==> config.mk <==
export PLATFORM = sky130hd
export DESIGN_NAME = fetch_unit_flat
export DESIGN_NICKNAME = d
export VERILOG_FILES = /design/src/rtl/fetch_unit_if.sv /design/src/rtl/fetch_unit.sv /design/src/flat_wrapper.sv
export SDC_FILE = /design/constraint.sdc
export NUM_CORES = 1
export LEC_CHECK = 0
export CAP_MARGIN = 20
export CORE_MARGIN = 4
export CORE_UTILIZATION = 35
export DETAILED_ROUTE_END_ITERATION = 12
export GPL_TIMING_DRIVEN = 0
export PLACE_DENSITY = 0.67
export SLEW_MARGIN = 25
export SYNTH_ARGS = -nofsm -noshare
export SYNTH_HDL_FRONTEND = slang
export SYNTH_SLANG_ARGS = --single-unit
==> constraint.sdc <==
create_clock -name clk -period 6.4 [get_ports clk]
set_clock_uncertainty 0.05 [all_clocks]
set_input_delay 0.96 -clock clk [delete_from_list [all_inputs] [get_ports clk]]
set_output_delay 0.96 -clock clk [all_outputs]
set_load 0.1 [all_outputs]
==> src/rtl/fetch_unit_if.sv <==
// Fetch-stage bus: instruction-memory read port, branch redirect input,
// and the valid/ready instruction handshake toward decode.
interface fetch_unit_if #(
  parameter int ADDR_W = 8,
  parameter int DATA_W = 32
);
  logic [ADDR_W-1:0] imem_addr;
  logic              imem_rd_en;
  logic [DATA_W-1:0] imem_data;
  logic              branch_valid;
  logic [ADDR_W-1:0] branch_target;
  logic              instr_valid;
  logic              instr_ready;
  logic [DATA_W-1:0] instr;
  logic [ADDR_W-1:0] instr_pc;

  modport master (
    output imem_addr, imem_rd_en,
    output instr_valid, instr, instr_pc,
    input  imem_data, branch_valid,
    input  branch_target, instr_ready
  );

  modport slave (
    input  imem_addr, imem_rd_en,
    input  instr_valid, instr, instr_pc,
    output imem_data, branch_valid,
    output branch_target, instr_ready
  );
endinterface

==> src/rtl/fetch_unit.sv <==
// Instruction fetch stage: PC, 1-cycle imem reads, small FIFO to decode.
// Define FETCH_PERF_EN to add perf_fetched/perf_stall/perf_flush counters.
module fetch_unit #(
  parameter int ADDR_W  = 8,
  parameter int DATA_W  = 32,
  parameter int DEPTH   = 2,
  parameter int PC_STEP = 4
) (
  input  logic         clk,
  input  logic         rst,
  input  logic         start,
  fetch_unit_if.master bus
`ifdef FETCH_PERF_EN
  ,
  output logic [31:0]  perf_fetched,
  output logic [31:0]  perf_stall,
  output logic [31:0]  perf_flush
`endif
);

  localparam int PW = $clog2(DEPTH);
  localparam int CW = PW + 1;

  typedef enum logic {
    S_IDLE,
    S_RUN
  } state_t;

  state_t            r_state;
  state_t            w_state_nxt;
  logic [ADDR_W-1:0] r_pc;
  logic              r_infl;
  logic [ADDR_W-1:0] r_infl_pc;
  logic [CW-1:0]     r_cnt;
  logic [PW-1:0]     r_wp;
  logic [PW-1:0]     r_rp;
  logic [DATA_W-1:0] r_data [DEPTH];
  logic [ADDR_W-1:0] r_pcq  [DEPTH];

  logic              w_run;
  logic              w_brk;
  logic              w_valid;
  logic              w_pop;
  logic              w_push;
  logic              w_req;
  logic [CW:0]       w_occ;

  always_ff @(posedge clk or posedge rst) begin
    if (rst) r_state <= S_IDLE;
    else     r_state <= w_state_nxt;
  end

  always_comb begin
    w_state_nxt = r_state;
    unique case (r_state)
      S_IDLE:  if (start) w_state_nxt = S_RUN;
      S_RUN:   w_state_nxt = S_RUN;
      default: w_state_nxt = S_IDLE;
    endcase
  end

  assign w_run   = (r_state == S_RUN);
  assign w_brk   = w_run & bus.branch_valid;
  assign w_valid = (r_cnt != '0);
  assign w_pop   = w_valid & bus.instr_ready & ~w_brk;
  assign w_push  = r_infl & ~w_brk;

  // Credit the slot freed by this cycle's pop so a full-rate stream never bubbles
  assign w_occ = {1'b0, r_cnt}
               + {{CW{1'b0}}, r_infl}
               - {{CW{1'b0}}, w_pop};
  assign w_req = w_run & ~bus.branch_valid
               & (w_occ < (CW+1)'(DEPTH));

  always_ff @(posedge clk or posedge rst) begin
    if (rst) begin
      r_pc      <= '0;
      r_infl    <= 1'b0;
      r_infl_pc <= '0;
      r_cnt     <= '0;
      r_wp      <= '0;
      r_rp      <= '0;
    end else begin
      r_infl <= w_req;
      if (w_req) r_infl_pc <= r_pc;
      if (w_brk) begin
        r_pc  <= bus.branch_target;
        r_cnt <= '0;
        r_wp  <= '0;
        r_rp  <= '0;
      end else begin
        if (w_req)  r_pc <= r_pc + ADDR_W'(PC_STEP);
        if (w_push) r_wp <= r_wp + PW'(1);
        if (w_pop)  r_rp <= r_rp + PW'(1);
        r_cnt <= r_cnt
               + {{PW{1'b0}}, w_push}
               - {{PW{1'b0}}, w_pop};
      end
    end
  end

  always_ff @(posedge clk) begin
    if (w_push) begin
      r_data[r_wp] <= bus.imem_data;
      r_pcq[r_wp]  <= r_infl_pc;
    end
  end

  assign bus.imem_rd_en  = w_req;
  assign bus.imem_addr   = r_pc;
  assign bus.instr_valid = w_valid;
  assign bus.instr       = w_valid ? r_data[r_rp] : '0;
  assign bus.instr_pc    = w_valid ? r_pcq[r_rp]  : '0;

`ifdef FETCH_PERF_EN
  always_ff @(posedge clk or posedge rst) begin
    if (rst) begin
      perf_fetched <= '0;
      perf_stall   <= '0;
      perf_flush   <= '0;
    end else begin
      if (w_push) perf_fetched <= perf_fetched + 32'd1;
      if (w_valid & ~bus.instr_ready)
        perf_stall <= perf_stall + 32'd1;
      if (w_brk) perf_flush <= perf_flush + 32'd1;
    end
  end
`endif

endmodule

==> src/flat_wrapper.sv <==
// flat-port wrapper written by rule: the top's interface ports become plain ports
module fetch_unit_flat 
#(
  parameter int ADDR_W  = 8,
  parameter int DATA_W  = 32,
  parameter int DEPTH   = 2,
  parameter int PC_STEP = 4
)
  (clk, rst, start, bus_imem_addr, bus_imem_rd_en, bus_instr_valid, bus_instr, bus_instr_pc, bus_imem_data, bus_branch_valid, bus_branch_target, bus_instr_ready);
  fetch_unit_if #(.ADDR_W(ADDR_W), .DATA_W(DATA_W)) bus_i ();
  input  logic clk;
  input  logic rst;
  input  logic start;
  output wire logic [$bits(bus_i.imem_addr)-1:0] bus_imem_addr;
  output wire logic [$bits(bus_i.imem_rd_en)-1:0] bus_imem_rd_en;
  output wire logic [$bits(bus_i.instr_valid)-1:0] bus_instr_valid;
  output wire logic [$bits(bus_i.instr)-1:0] bus_instr;
  output wire logic [$bits(bus_i.instr_pc)-1:0] bus_instr_pc;
  input wire logic [$bits(bus_i.imem_data)-1:0] bus_imem_data;
  input wire logic [$bits(bus_i.branch_valid)-1:0] bus_branch_valid;
  input wire logic [$bits(bus_i.branch_target)-1:0] bus_branch_target;
  input wire logic [$bits(bus_i.instr_ready)-1:0] bus_instr_ready;
  assign bus_imem_addr = bus_i.imem_addr;
  assign bus_imem_rd_en = bus_i.imem_rd_en;
  assign bus_instr_valid = bus_i.instr_valid;
  assign bus_instr = bus_i.instr;
  assign bus_instr_pc = bus_i.instr_pc;
  assign bus_i.imem_data = bus_imem_data;
  assign bus_i.branch_valid = bus_branch_valid;
  assign bus_i.branch_target = bus_branch_target;
  assign bus_i.instr_ready = bus_instr_ready;
  fetch_unit #(.ADDR_W(ADDR_W), .DATA_W(DATA_W), .DEPTH(DEPTH), .PC_STEP(PC_STEP)) u_core (.clk(clk), .rst(rst), .start(start), .bus(bus_i));
endmodule
==> impl_metrics.yaml <==
timing:
  min_period_over_period: 0.8923
  finalSetupViolations: 0
  finalHoldViolations: 0
  finalCriticalPeriod_ns: 5.711
  worst_slew_pin_slew_ns: 1.018
  max_freq_mhz: 175.1
  rsz0062_at_grt: "no"
  max-slew-margin-rel: 0.3191
  fin_setup_tns_ns: 0
  maxSlewViolCount: 0
routing:
  wl_per_cell_um: 14.31
  met3WireLength_um: 404
  routed_wl_um: 7500
  first_pass_iters: 4
  top_layer: "met4"
  vias: 2409
  drc: 0
  ant_nets: 0
  viasPerCell: 4.597
  met2_length_um: 3793
  drt_iter0_markers: 95
  met1_length_um: 3210
pwr:
  peakVddDrop_mv: 0.1829
  p_leak_uw: 0.001925
  cellPowerDensity_nw_per_um2: 322.6
  finalPower_uw: 1783
setup_path:
  critPathLaunchType: "input port"
  cp_common_cell: "clkdlybuf4s50_1"
  cp.arrival_ns: 4.70
  cp_max_fo: 11
  critPathMaxStageDelay_ns: 1.15
  worstSetupPathType: "input port to output pin"
  crit_slowest_cell: "clkdlybuf4s50_1"
  cp-end-kind: "output pin"
  critical_path_required_ns: 5.39
  cp_cell_sequence: "clkdlybuf4s50_1 -> and2_1 -> buf_1 -> buf_2 -> nor3_1 -> fa_1 -> xor2_2 -> nor4bb_4 -> buf_6 -> clkdlybuf4s50_1"
floorplanning:
  ios: 95
  coreArea_um2: 11370
  dieArea_um2: 13400
  die_w_um: 115.8
  start_util: 0.3574
  die_y_um: 115.8
  rows: 39
global_route:
  grt_pass1_wl_um: 12030
  grt_pass1_vias: 2493
  grt_usage: 0.1177
  antenna_found_initial: 0
  grt_start_max_net_pins: 25
  grt-ovfl-total: 0
final_layout:
  nets: 424
  syn_to_final_growth_pct: 35.96
  diodes: 0
  drive_above_1_share: 0.09186
synth:
  synth_fp_nets: 317
  synthCells: 269
  synth_ff_type: "edfxtp_1"
  synthTopCellsByArea: "edfxtp_1 59%, dfrtp_1 14%, mux2i_1 10%, nor2_1 4.2%, mux2_2 1.9%"
  ys_types: 29
  synthDominantCellAreaShare: 0.5911
  async_flop_share: 0.2157
  syn_area_um2: 4064
  synth-edff-count: 80
  synth-seq-cells: 102
  synth_seq_area_share: 0.7266
  syn_area_per_cell_um2: 15.11
  yosysTopAreaCell: "edfxtp_1"
  yosysWarnings: 0
clock_network:
  clock-sinks: 102
  ctsResizeCount: 0
  htreeDepth: 3
  cts_made_buffers: 9
  clockBufferDepth: 2
  cts_tree: "yes"
  root_buffer: "clkbuf_16"
  clk_pin_slew_ns: 0.07
  clk_latency_ns: 0.33
  cts_hold_buf: 0
  cts_setup_buffers: 0
place:
  dpl.hpwl_um: 5255
  gp_congestion: 0.7630
  port_buffers: 94
hold_path:
  min_path_type: "flip-flop to flip-flop"
run_status:
  status: "finished clean"
run:
  max_cap_violations: 0
worst max-delay path: cells and delay by family:
family,cells,cell delay [ns]
xor gates and xnor gates,1,0.23
buffers and inverters,5,2.47
and+or+nand+nor,3,0.59
adders and majority gates,1,0.44
state kept, by name, summed over array words and instances, names as in the netlist:
| name | count |
|---|---|
| u_core.bus.imem_addr | 8 |
| u_core.r_cnt | 2 |
| u_core.r_data | 64 |
| u_core.r_infl | 1 |
| u_core.r_infl_pc | 8 |
| u_core.r_pcq | 16 |
| u_core.r_rp | 1 |
| u_core.r_state | 1 |
| u_core.r_wp | 1 |
synthesized netlist by cell type, types with 2 or more instances:
cell / number
clkbuf_1: 5
mux2i_1: 41
xor2_1: 2
buf_2: 5
mux2_2: 7
and2_1: 3
nand4b_1: 2
inv_1: 5
edfxtp_1: 80
a21oi_1: 2
nor2_1: 46
nor3_1: 4
and3_1: 2
nand2_1: 19
xnor2_1: 6
ha_1: 2
o21ai_0: 5
dfrtp_1: 22
final cells by class:
type	instances	area, um2
clock buffers	11	242.7
inverters	5	18.77
fillers	1037	5844
well taps	143	178.9
multi-input cells	150	1042
clock inverters	5	42.54
plain buffers	12	58.81
flip-flops and latches	102	2953
repair buffers	96	988.4
per-stage QoR:
| step | std cells | utilization | instance area (um2) | setup slack (ns) | hold slack, ns |
|---|---|---|---|---|---|
| after global routing | 524 | 0.4860 | 5525 | 0.4497 | 0.4304 |
| final | 524 | 0.4860 | 5525 | 0.6893 | 0.4205 |
| after floorplan | 269 | - | 4064 | 2.568 | 0.3882 |
| after detailed placement | 508 | 0.4609 | 5240 | 0.6715 | 0.4094 |
| after CTS | 524 | 0.4860 | 5525 | 0.6703 | 0.4235 |
| after global placement | 506 | 0.4559 | 5184 | 0.7404 | 0.4027 |
where the power goes:
| part | total, uW | internal [uW] | switching (uW) | leakage, uW |
|---|---|---|---|---|
| clock network | 511 | 279 | 232 | 0.000137 |
| registers | 816 | 787 | 29.2 | 0.000998 |
| logic | 455 | 135 | 321 | 0.000789 |
cell families after synthesis:
logic type | after synthesis | share of synthesized area
adder cells (fa/ha/maj) | 3 | 0.01108
buffers and inverters | 17 | 0.01909
multiplexers | 48 | 0.1204
XOR/XNOR | 9 | 0.02125
AND/OR/NAND/NOR | 80 | 0.08806
AO/OA/AOI/OAI | 10 | 0.01355
flip-flops | 102 | 0.7266
routing by layer:
layer,track usage,up-vias
li1,-,1176
met3,0.03081,9
met1,0.1474,1163
met5,0,-
met4,0.03712,0
met2,0.2006,61
layout by cell type (no fill, tap or decap), types with 2 or more instances in the layout:
cell             count
nand2_1             19
dfrtp_1             22
nand4b_1             2
clkbuf_1             6
buf_2                5
edfxtp_1            80
xor2_1               2
mux2_2               7
ha_1                 2
and2_1               3
nor3_1               4
inv_6                3
a21oi_1              2
nor2_1              46
xnor2_1              6
clkdlybuf4s50_1     94
o21ai_0              5
inv_1                5
mux2i_1             41
clkbuf_16            9
final timing paths:
path,from,to,slack (ns),depth (start not counted)
min in group asynchronous,rst,u_core.r_cnt[0]$_DFF_PP0_,1.04,2
hold reg to reg,u_core.r_infl_pc[3]$_DFFE_PP0P_,u_core.r_pcq[0][3]$_DFFE_PP_,0.42,0
hold / removal,u_core.r_infl_pc[3]$_DFFE_PP0P_,u_core.r_pcq[0][3]$_DFFE_PP_,0.42,0
setup reg to reg,u_core.r_state$_DFF_PP0_,u_core.r_infl_pc[0]$_DFFE_PP0P_,3.46,9
max in group asynchronous,rst,u_core.r_infl_pc[3]$_DFFE_PP0P_,4.74,2
setup / recovery,bus_branch_valid,bus_imem_rd_en,0.69,10
Note: power is estimated with default switching activity, not from simulation.
